File: src/rtl/qc12864_bus_writer.sv
// Write-only parallel bus driver for a QC12864 (ST7920-style) LCD.
// Each accepted word runs SETUP, E_HIGH, HOLD and then an execution GAP.
module qc12864_bus_writer #(
   parameter int SETUP_CYC    = 4,
   parameter int E_HIGH_CYC   = 12,
   parameter int HOLD_CYC     = 4,
   parameter int GAP_CYC      = 4000,
   parameter int LONG_GAP_CYC = 90000
) (
   input  logic        clk,
   input  logic        rst,
   input  logic [15:0] cmd_word,
   input  logic        cmd_valid,
   output logic        cmd_ready,
   output logic        lcd_rs,
   output logic        lcd_rw,
   output logic        lcd_e,
   output logic [7:0]  lcd_db,
   output logic [15:0] words_sent
);

   function automatic int clamp1(input int v);
      return (v < 1) ? 1 : v;
   endfunction

   function automatic int max2(input int a, input int b);
      return (a > b) ? a : b;
   endfunction

   localparam int S_N  = clamp1(SETUP_CYC);
   localparam int E_N  = clamp1(E_HIGH_CYC);
   localparam int H_N  = clamp1(HOLD_CYC);
   localparam int G_N  = clamp1(GAP_CYC);
   localparam int LG_N = clamp1(LONG_GAP_CYC);

   localparam int MAXN = max2(max2(max2(S_N, E_N), max2(H_N, G_N)), LG_N);
   localparam int CW   = ($clog2(MAXN) > 17) ? $clog2(MAXN) : 17;

   localparam logic [CW-1:0] S_LD  = CW'(S_N - 1);
   localparam logic [CW-1:0] E_LD  = CW'(E_N - 1);
   localparam logic [CW-1:0] H_LD  = CW'(H_N - 1);
   localparam logic [CW-1:0] G_LD  = CW'(G_N - 1);
   localparam logic [CW-1:0] LG_LD = CW'(LG_N - 1);

   localparam logic [2:0] IDLE   = 3'd0;
   localparam logic [2:0] SETUP  = 3'd1;
   localparam logic [2:0] E_HIGH = 3'd2;
   localparam logic [2:0] HOLD   = 3'd3;
   localparam logic [2:0] GAP    = 3'd4;

   logic [2:0]    state;
   logic [CW-1:0] cnt;
   logic          long_gap;
   logic          is_clear;
   logic          cnt_done;
   logic          unused_bits;

   assign unused_bits = ^cmd_word[15:9];
   assign lcd_rw      = 1'b0;
   assign cmd_ready   = (state == IDLE) && !rst;
   assign cnt_done    = (cnt == '0);

   // clear / home / entry-home commands need the long execution wait
   assign is_clear = !cmd_word[8] && (cmd_word[7:2] == 6'd0)
                     && (cmd_word[1:0] != 2'd0);

   always_ff @(posedge clk or posedge rst) begin
      if (rst) begin
         state      <= IDLE;
         cnt        <= '0;
         long_gap   <= 1'b0;
         lcd_e      <= 1'b0;
         lcd_rs     <= 1'b0;
         lcd_db     <= 8'h00;
         words_sent <= 16'h0000;
      end else begin
         unique case (state)
            IDLE: begin
               if (cmd_valid) begin
                  lcd_rs   <= cmd_word[8];
                  lcd_db   <= cmd_word[7:0];
                  long_gap <= is_clear;
                  cnt      <= S_LD;
                  state    <= SETUP;
               end
            end
            SETUP: begin
               if (cnt_done) begin
                  cnt   <= E_LD;
                  lcd_e <= 1'b1;
                  state <= E_HIGH;
               end else begin
                  cnt <= cnt - CW'(1);
               end
            end
            E_HIGH: begin
               if (cnt_done) begin
                  cnt   <= H_LD;
                  lcd_e <= 1'b0;
                  state <= HOLD;
               end else begin
                  cnt <= cnt - CW'(1);
               end
            end
            HOLD: begin
               if (cnt_done) begin
                  cnt        <= long_gap ? LG_LD : G_LD;
                  words_sent <= words_sent + 16'd1;
                  state      <= GAP;
               end else begin
                  cnt <= cnt - CW'(1);
               end
            end
            GAP: begin
               if (cnt_done) begin
                  state <= IDLE;
               end else begin
                  cnt <= cnt - CW'(1);
               end
            end
            default: begin
               lcd_e <= 1'b0;
               cnt   <= '0;
               state <= IDLE;
            end
         endcase
      end
   end

endmodule

File: config.mk
export PLATFORM = sky130hd
export DESIGN_NAME = qc12864_bus_writer
export DESIGN_NICKNAME = d
export VERILOG_FILES = /design/src/rtl/qc12864_bus_writer.sv
export SDC_FILE = /design/constraint.sdc
export NUM_CORES = 1
export LEC_CHECK = 0
export ABC_AREA = 1
export CORE_UTILIZATION = 49
export CTS_BUF_LIST = sky130_fd_sc_hd__clkbuf_4
export DETAILED_ROUTE_END_ITERATION = 16
export GPL_ROUTABILITY_DRIVEN = 0
export HOLD_SLACK_MARGIN = 0.05
export PLACE_DENSITY = 0.78
export SYNTH_ARGS = -nofsm -noshare
export SYNTH_HDL_FRONTEND = slang
export SYNTH_SLANG_ARGS = --single-unit
File: constraint.sdc
create_clock -name clk -period 1.55 [get_ports clk]
set_clock_uncertainty 0.05 [all_clocks]
set_input_delay 0.31 -clock clk [delete_from_list [all_inputs] [get_ports clk]]
set_output_delay 0.31 -clock clk [all_outputs]
set_load 0.005 [all_outputs]
======== After elaboration in Yosys (flattened, before gate mapping) ========
Index checks and enable logic that the tools add are counted.
W data, S select, Z words.
word-level totals
  output and inout bits ................... 28
  bits in registers ....................... 47
operators by class
  muxes and demuxes ....................... 16
  bitwise logic cells ..................... 1
  reductions and logical operators ........ 15
  equal/unequal tests ..................... 10
  $add $sub $neg .......................... 2
operators by type and width
  cell                     number
  $mux W17                 6
  $pmux W17 S5             1
  $logic_not A17 Y1        1
  $sub A17 B1 Y17 const B  1
  $add A16 B1 Y16 const B  1
  $mux W3                  5
  $pmux W3 S5              1
  $ne A2 B2 Y1 const B     6
  $eq A3 B2 Y1 const B     2
  $logic_not A6 Y1         1
  $reduce_and A2 Y1        3
  $reduce_and A5 Y1        1
  $eq A3 B1 Y1 const B     1
  $eq A3 B3 Y1 const B     1
  $logic_and A1 B1 Y1      3
  $logic_not A3 Y1         1
  $pmux W1 S3              1
  $reduce_and A3 Y1        1
  $reduce_or A3 Y1         1
  $logic_not A1 Y1         2
  $mux W1                  2
  $reduce_bool A2 Y1       1
  $not A1 Y1               1

======== Longest topological paths before layout ========
Gate-level depths: netlist of the first run.
  depth after elaboration ................. 4
  mapped depth ............................ 10
  gate-level depth less buffers ........... 10

======== Least setup slack after synthesis of the first run ========
No wires, ideal clock.
  path kind ............................... reg2reg
  start point ............................. reg cnt[0]
  end point ............................... reg words_sent[11]
  clock period less this slack ............ 1.698 ns
  required time ........................... 1.380 ns
  setup slack ............................. -0.148 ns
  arrival ................................. 1.528 ns
  stages on the path, launching flop included .. 10
  cells stage by stage .................... dfrtp_1 inv_1 ha_1 nand2_2 nor2_8 nand3_4 nor2_8 nand2_2 o21ai_1 nand2_1
on the way
  word-level cells in the longest chain between the ends .. 2
RTL lines
  element                             line  source
  from (decl)                         52    logic [CW-1:0] cnt;
  from (signal assigned)              93    cnt <= cnt - CW'(1);
  from (signal assigned)              102   cnt <= cnt - CW'(1);
  from (signal assigned)              107   cnt <= long_gap ? LG_LD : G_LD;
  $logic_not A17 Y1                   61    assign cnt_done = (cnt == '0);
  $reduce_and A2 Y1 (no source line)  --
  to (signal assigned)                108   words_sent <= words_sent + 16'd1;
  to (decl)                           19    output logic [15:0] words_sent
No other way between the ends.
A chain may end at the register's enable or synchronous reset.

======== Worst setup path after layout of the first run ========
  start point ............................. reg state[2]
  end point ............................... reg cnt[3]
on the way
  word-level cells in the longest chain between the ends .. 3
  elaborated cells between the ends (all ways) .. 9
RTL lines
  element                                           line  source
  from (decl)                                       51    logic [2:0] state;
  from (signal assigned)                            69    state <= IDLE;
  from (signal assigned)                            84    state <= SETUP;
  from (signal assigned)                            91    state <= E_HIGH;
  $eq A3 B3 Y1 or $logic_not A3 Y1 (tied branches)  77    unique case (state)
  $ne A2 B2 Y1 (no source line)                     --
  $reduce_and A2 Y1 (no source line)                --
Parallel ways exist; a longest one is shown, timed or not.

==> impl_results.md, run 1 <==
* Outcome: finished with violations
* Violated checks: negative setup slack
* Cell types with the largest area share after synthesis: sky130_fd_sc_hd__dfrtp_1 44%, sky130_fd_sc_hd__nand2_1 17%, sky130_fd_sc_hd__nor2_1 5.2%, sky130_fd_sc_hd__inv_1 5.0%, sky130_fd_sc_hd__xor2_1 4.9%
* Post-Place Cells at 528
* Total routed wirelength at 8280 microns
* Layout Cell Area excl Fill at around 0.0042 sq mm
* TritonCTS clock tree: yes
* Cell Area, Synth at about 0.0027 sq mm
* Lkg Pwr at between 2 and 2.5 nW
* Number of enable flip-flop cells after synthesis at 0
* Max capacitance violation total at 0
* Mapped Avg Cell Area at ~7.5 sq um
* Full die area at between 0.005 and 0.006 sq mm
* Antenna Nets Post-Route at 0
* Power Dens Cells at about 460 mW/mm^2
* Most frequent cells after synthesis: 120 x sky130_fd_sc_hd__nand2_1, 47 x sky130_fd_sc_hd__dfrtp_1, 37 x sky130_fd_sc_hd__nor2_1
* Final Hold Fails at 0
* Count of clock tree sinks at between 40 and 50
* Buffers & Inverters on Critical Path at 4
* Fillcell total at approximately 340
* Clock-pin transition on the worst setup and hold timing paths at approximately 150 ps
* Vertical die dimension at 76.1 microns
* TritonCTS buffer count at 5
* DRT Pass-1 Iters at 5
* Primary FF master, synth: sky130_fd_sc_hd__dfrtp_1
* Synthesized flop and latch total at 47
* Setup WS pre-CTS at -178 ps
* Peak per-stage delay on the critical path at between 400 and 500 ps
* Post-synthesis async set-or-reset flop share at 1.00
* Site row count at 26
* Class of the tightest hold or removal check: in -> async
* Category of the critical setup timing path: reg -> reg
* Initial standard-cell utilization of the core at 0.518
* Pwr Total at 1.91 mW
* Global route total overflow at 0
* Synthesized net count at 379
* Total global routing track utilization at 0.278
* Post-synth top area share at 0.437
* Number of DRC markers after the initial detailed-route iteration at 212
* Routed wirelength normalized by instance count at between 10 and 15 microns
* Startpoint types: register
* Cells along the critical path: inv_1, buf_4, nor2_1, inv_1, nand3_2, nor2_2, buf_6, nand2_2, nand2_1
* Width of the chip at about 76 microns
* DR vias/cell at ~5.1
* Cell count after synthesis at between 300 and 400
* Placed Area at roughly 0.0037 sq mm
* Reg2reg setup slack at -170 ps
* Endpoint arrival time on the critical path at 1930 ps
* Floorplan core area at 0.00520 sq mm
* Syn-to-layout area delta at 54.5%
* Via count at between 2,000 and 3,000
* Most common cell type on the critical path: sky130_fd_sc_hd__inv_1
* Crit path required time at ~1800 ps
* Final cell utilization of the core at 0.800
* Clk Latency, worst-skew pair at roughly 370 ps
* I/O Buffers at 38
* Warnings, synthesis at 0
* Last element of the critical path: cnt[3]
* Fraction of final layout cells sized beyond drive strength 1 at 0.370
* Cell Count, Final, Fillers Out at roughly 560
* Register area at between 0.001 and 0.0015 sq mm
* Max VDD drop at around 0.34 mV
* Unrepaired setup endpoints after global routing: true
* CTS HTree Levels at 2
* Post-DP HPWL at between 5000 and 6000 microns
* Highest fanout seen on the critical path at 7
* Count of cells along the worst register-to-register path at 9
* Cell depth of the worst setup path at 9
* Vias in the first global route at 2,750
* Netlist cell types at 27
* Highest clock frequency the design can meet at between 0.5 and 0.6 GHz
* First-pass GRT wire length at between 10,000 and 15,000 microns
* Number of antenna violations at the first check in global routing at 0
* Critical-path cell with the highest stage delay: sky130_fd_sc_hd__dfrtp_1
* Capturing point of the worst reg2reg path: cnt[3]
* Top cell family by delay on the critical path: buffers and inverters
* Final count of negative-setup-slack endpoints at 38
* Proportion of synthesized chip area in sequential cells at 0.437
* CTS Root Cell: sky130_fd_sc_hd__clkbuf_4
* Top-level port count at 47
* Cell with the most instances after synthesis: sky130_fd_sc_hd__nand2_1
* Hold-fix buffers at CTS at 0
* Tmin final at between 1500 and 2000 ps
* Final max-slew violation count at 0
* Period utilisation layout at 1.11
* Number of diodes at 0
* Cell type contributing the most total cell area after synthesis: sky130_fd_sc_hd__dfrtp_1
* Worst flop-to-flop path startpoint: state[2]
* Final setup slack of the worst path at -171 ps
* Multi-input logic area at 0.00155 sq mm
* Launch point of the critical path: state[2]
* Kind of capture point of the worst setup path: register
* Drt drc at 0
* Pin count of the biggest net entering global routing at 26
* Maximum buffer depth of the clock tree at 2
* Layout net count at approximately 520
cell usage in the layout (no fill, tap or decap), drive strengths merged:
cell type	count
buf	95
o21ai	16
nand4	10
nor3b	1
nor2	45
clkdlybuf4s50	11
nand3	23
nand2	127
conb	1
clkinv	2
xnor2	7
dlygate4sd2	26
nor3	10
inv	40
ha	2
xor2	15
a21oi	9
clkbuf	6
nor4	1
dfrtp	47
worst min-delay path: stages:
cell and delay (ps):
sky130_fd_sc_hd__clkdlybuf4s50_1 430, sky130_fd_sc_hd__buf_4 150, sky130_fd_sc_hd__inv_2 70, sky130_fd_sc_hd__buf_12 180
where the power goes:
group	switching (mW)	leakage, nW	total [mW]	internal (mW)
Combinational	0.0541	1.67	0.107	0.0531
Sequential	0.00616	0.598	1.25	1.24
Clock	0.399	0.0285	0.560	0.162
worst min-delay path by stage:
stage	startpoint	to	slack (ps)	depth (start not counted)
3_5_place_dp	lcd_db[1]	lcd_db[1]	410	2
4_1_cts	rst	cnt[15]	360	4
6_report	rst	cnt[15]	340	4
3_3_place_gp	lcd_db[6]	lcd_db[6]	400	2
2_1_floorplan	cmd_word[6]	lcd_db[6]	380	2
5_1_grt	rst	words_sent[9]	360	4
logic make-up after synthesis:
kind of cell    share of synthesized area
buf+inv                            0.0673
compound gates                     0.0464
other cells                       0.00139
simple gates                        0.367
fa+ha+maj                         0.00929
xor+xnor                           0.0715
flops                               0.437
metal layers:
metal  track usage  up-vias  wire length (microns)
met5             0        -                      0
met1         0.356     1378                   3320
met2         0.489       95                   4290
met4        0.0904        0                    284
met3        0.0347       26                    385
li1              -     1397                      -
sequential cells by signal, indices dropped and copies added, names as in the netlist:
name and count:
state 3, lcd_e 1, lcd_rs 1, long_gap 1
lcd_db 8, words_sent 16, cnt 17
metrics by stage:
stage                     hold WS [ps]  setup TNS (ps)
after floorplan                    377            -111
after global placement             404           -2910
after detailed placement           411           -4650
after CTS                          357           -3100
after global routing               362           -8010
final                              344           -4970
final cells by class:
type,count,area share
clock buffer,5,0.00902
timing repair buffer,133,0.275
tap,70,0.0210
sequential,47,0.283
inverter,40,0.0367
multi-input combinational,267,0.373
clock inverter,2,0.00210
repair_timing:
action / CTS / global route
endpoints found under the setup margin: 72 / 47
cloned: 0 / 1
gates resized for setup: 69 / 42
buffers inserted: 23 / 5
pin swaps: 9 / 20
(Power assumes the default switching activity.)
==> inputs of run 2 (changes only) <==
- ABC_CLOCK_PERIOD_IN_PS: unset -> 2000
- CORE_UTILIZATION: 49 -> 59
- PLACE_DENSITY: 0.78 -> 0.88
- clock period: 1.55 -> 2 ns (I/O delays scaled with it)
==> run 2 against run 1 <==
  * The run now ends clean
  * Fmax decreased by 12%
  * Clock-buffer cell count unchanged
  * First-iteration DRC count increased by 9.4%
  * Critical path type unchanged
  * Non-clock buffer count decreased by 77
  * Wire length decreased by 17%
  * Critical path depth increased by 1
  * Final area decreased by 19%
==> impl_results.md, run 2 (synthesis gave the netlist of run 1 again) <==
* DRT Pass-1 Iters at 7 (+2)
* Outcome: completed
* Period utilisation layout at 0.975 (-0.135)
* Final Hold Fails at 0 (unchanged)
* Relative contribution of combinational cells to total power at 0.058 (+0.002)
* Width of the chip at 69.6 microns (-8.6%)
* Via count at 2,588 (-11%)
* Register with the highest flop count: cnt
* First-pass GRT wire length at 10,700 microns (-16%)
* Total length of routed met2 wires at 3470 microns (-19%)
* Floorplan core area at 0.00438 sq mm (-16%)
* Kind of capture point of the worst setup path: register
* Clock-pin transition on the worst setup and hold timing paths at 140 ps (about the same)
* Final max-slew violation count at 0 (unchanged)
* Power Dens Cells at 446 mW/mm^2 (-3.0%)
* TritonCTS buffer count at 5 (unchanged)
* Pin count of the biggest net entering global routing at 20 (-23%)
* Total routed wirelength at 6840 microns (-17%)
* Endpoint arrival time on the critical path at 2160 ps (+230 ps)
* Max capacitance violation total at 0 (unchanged)
* Max VDD drop at 0.483 mV (+42%)
* Highest clock frequency the design can meet at 0.513 GHz (-12%)
* Class of the tightest hold or removal check: in -> async
* Routed met1 length at 2860 microns (-14%)
* Most used cells in the layout excluding fill and tap cells: 118 x sky130_fd_sc_hd__nand2_1, 47 x sky130_fd_sc_hd__dfrtp_1, 37 x sky130_fd_sc_hd__clkdlybuf4s50_1, 35 x sky130_fd_sc_hd__inv_1, 35 x sky130_fd_sc_hd__nor2_1
* Number of DRC markers after the initial detailed-route iteration at 232 (+9.4%)
* Hold-fix buffers at CTS at 0 (unchanged)
* Maximum buffer depth of the clock tree at 2 (unchanged)
* Number of flip-flops under the largest register name at 17 (unchanged)
* Layout net count at 439 (-15%)
* CTS Root Cell: sky130_fd_sc_hd__clkbuf_4
* TritonCTS clock tree: yes
* Switching share of total power at 0.241 (+0.00123)
* Clock power share at 0.297 (+0.004)
* Startpoint types: register
* Site row count at 24 (-7.7%)
* Post-DP HPWL at 4660 microns (-7.4%)
* Final count of negative-setup-slack endpoints at 0 (-100%)
* Met3 wire length at 327 microns (-15%)
* Vertical die dimension at 69.6 microns (-8.6%)
* I/O Buffers at 38 (unchanged)
* Total global routing track utilization at 0.275 (-0.00361)
* Cell-internal power at 1.14 mW (-22%)
* Fraction of final layout cells sized beyond drive strength 1 at 0.129 (-0.242)
* DR top layer: met4
* Global route total overflow at 0 (unchanged)
* Most common cell after layout, fill and taps aside: sky130_fd_sc_hd__nand2_1
* Routed wirelength normalized by instance count at 14.5 microns (-1.0%)
* Vias in the first global route at 2,408 (-12%)
* Crit path required time at 2210 ps (+450 ps)
* Drt drc at 0 (unchanged)
* Clk Latency, worst-skew pair at 370 ps (about the same)
* Number of antenna violations at the first check in global routing at 0 (unchanged)
* Fillcell total at 311 (-8.8%)
* Number of diodes at 0 (unchanged)
* Highest fanout seen on the critical path at 8 (+1)
* DR vias/cell at 5.49 (+7.0%)
* Syn-to-layout area delta at 24.7%
* Registers with the most flip-flops: cnt x17, words_sent x16, lcd_db x8
* Initial standard-cell utilization of the core at 0.614 (+0.0969)
* Lkg Pwr at 1.71 nW (-26%)
* Pwr Total at 1.50 mW (-22%)
* CTS HTree Levels at 2 (unchanged)
* Sequential fraction of design power at 0.645 (-0.006)
* Tmin final at 1950 ps (+229 ps)
* Net switching power at 0.361 mW (-21%)
* Full die area at 0.00484 sq mm (-17%)
* Top-level port count at 47 (unchanged)
* Category of the critical setup timing path: reg -> reg
* Count of clock tree sinks at 47 (unchanged)
* Antenna Nets Post-Route at 0 (unchanged)
* Final hold slack at 284 ps (-59.6 ps)
run 2: cell count changes in the layout (fill, tap and decap cells not counted), moves of 6 or more:
cell and change:
sky130_fd_sc_hd__nand2_4 -6, sky130_fd_sc_hd__nand2_1 +21, sky130_fd_sc_hd__nor2_2 -8, sky130_fd_sc_hd__buf_6 -12, sky130_fd_sc_hd__nand2_2 -15, sky130_fd_sc_hd__nor2_1 +11
sky130_fd_sc_hd__buf_4 -64, sky130_fd_sc_hd__clkdlybuf4s50_1 +26, sky130_fd_sc_hd__dlygate4sd2_1 -26
run 2: worst paths after layout:
| path | from | end | slack, ps | cells after the start |
|---|---|---|---|---|
| max in group asynchronous | rst | words_sent[12] | 1170 | 3 |
| min in group clk | lcd_rs | lcd_rs | 440 | 2 |
| max | cnt[0] | lcd_e | 50 | 10 |
| max reg2reg | cnt[0] | lcd_e | 50 | 10 |
| min | rst | cnt[16] | 280 | 2 |
| min reg2reg | lcd_rs | lcd_rs | 440 | 2 |
run 2: layout make-up:
| class | instances | area (sq um) | share of cell area |
|---|---|---|---|
| timing repair buffer | 56 | 541 | 0.161 |
| multi-input combinational | 268 | 1370 | 0.409 |
| tap | 52 | 65.1 | 0.0194 |
| sequential | 47 | 1180 | 0.350 |
| clock inverter | 3 | 15.0 | 0.00447 |
| inverter | 40 | 153 | 0.0454 |
| clock buffer | 5 | 37.5 | 0.0112 |
run 2: what timing repair did:
| action | CTS | global route |
|---|---|---|
| endpoints found under the setup margin | 1 | 17 |
| gates cloned | 0 | 1 |
| pin swaps | 0 | 2 |
| buffers inserted | 2 | 7 |
| resized for setup | 2 | 9 |
run 2: routing by layer:
metal | global-route usage | vias up
met5 | 0 | -
met1 | 0.346 | 1241
li1 | - | 1250
met3 | 0.0494 | 19
met2 | 0.478 | 78
met4 | 0.0884 | 0
run 2: per-stage QoR:
stage               TNS (ps)  std cells  area, sq um  setup slack, ps  utilization
global placement           0        453         3200              103        0.730
CTS                        0        463         3270             44.5        0.746
finish                     0        471         3360             50.7        0.766
global route           -69.7        471         3360            -54.6        0.766
detailed placement         0        453         3200             84.9        0.730
floorplan                  0        358         2690              302            -
run 2: critical path, cell delays in order (launching register included):
cell and delay (ps):
sky130_fd_sc_hd__dfrtp_1 430, sky130_fd_sc_hd__inv_1 110, sky130_fd_sc_hd__ha_2 210, sky130_fd_sc_hd__nand2_2 130, sky130_fd_sc_hd__nor2_8 160, sky130_fd_sc_hd__nand3_4 210, sky130_fd_sc_hd__buf_4 210, sky130_fd_sc_hd__nand2_1 70
sky130_fd_sc_hd__nand3_1 90, sky130_fd_sc_hd__nand2_1 80, sky130_fd_sc_hd__o21ai_0 80
run 2: power groups by stage:
stage / Sequential (mW) / Clock, mW / Combinational, mW
2_1_floorplan: 0.984 / 0 / 0.0270
3_3_place_gp: 0.983 / 0 / 0.0843
3_5_place_dp: 0.984 / 0 / 0.0864
4_1_cts: 0.966 / 0.450 / 0.0867
5_1_grt: 0.967 / 0.470 / 0.0948
6_report: 0.966 / 0.444 / 0.0866
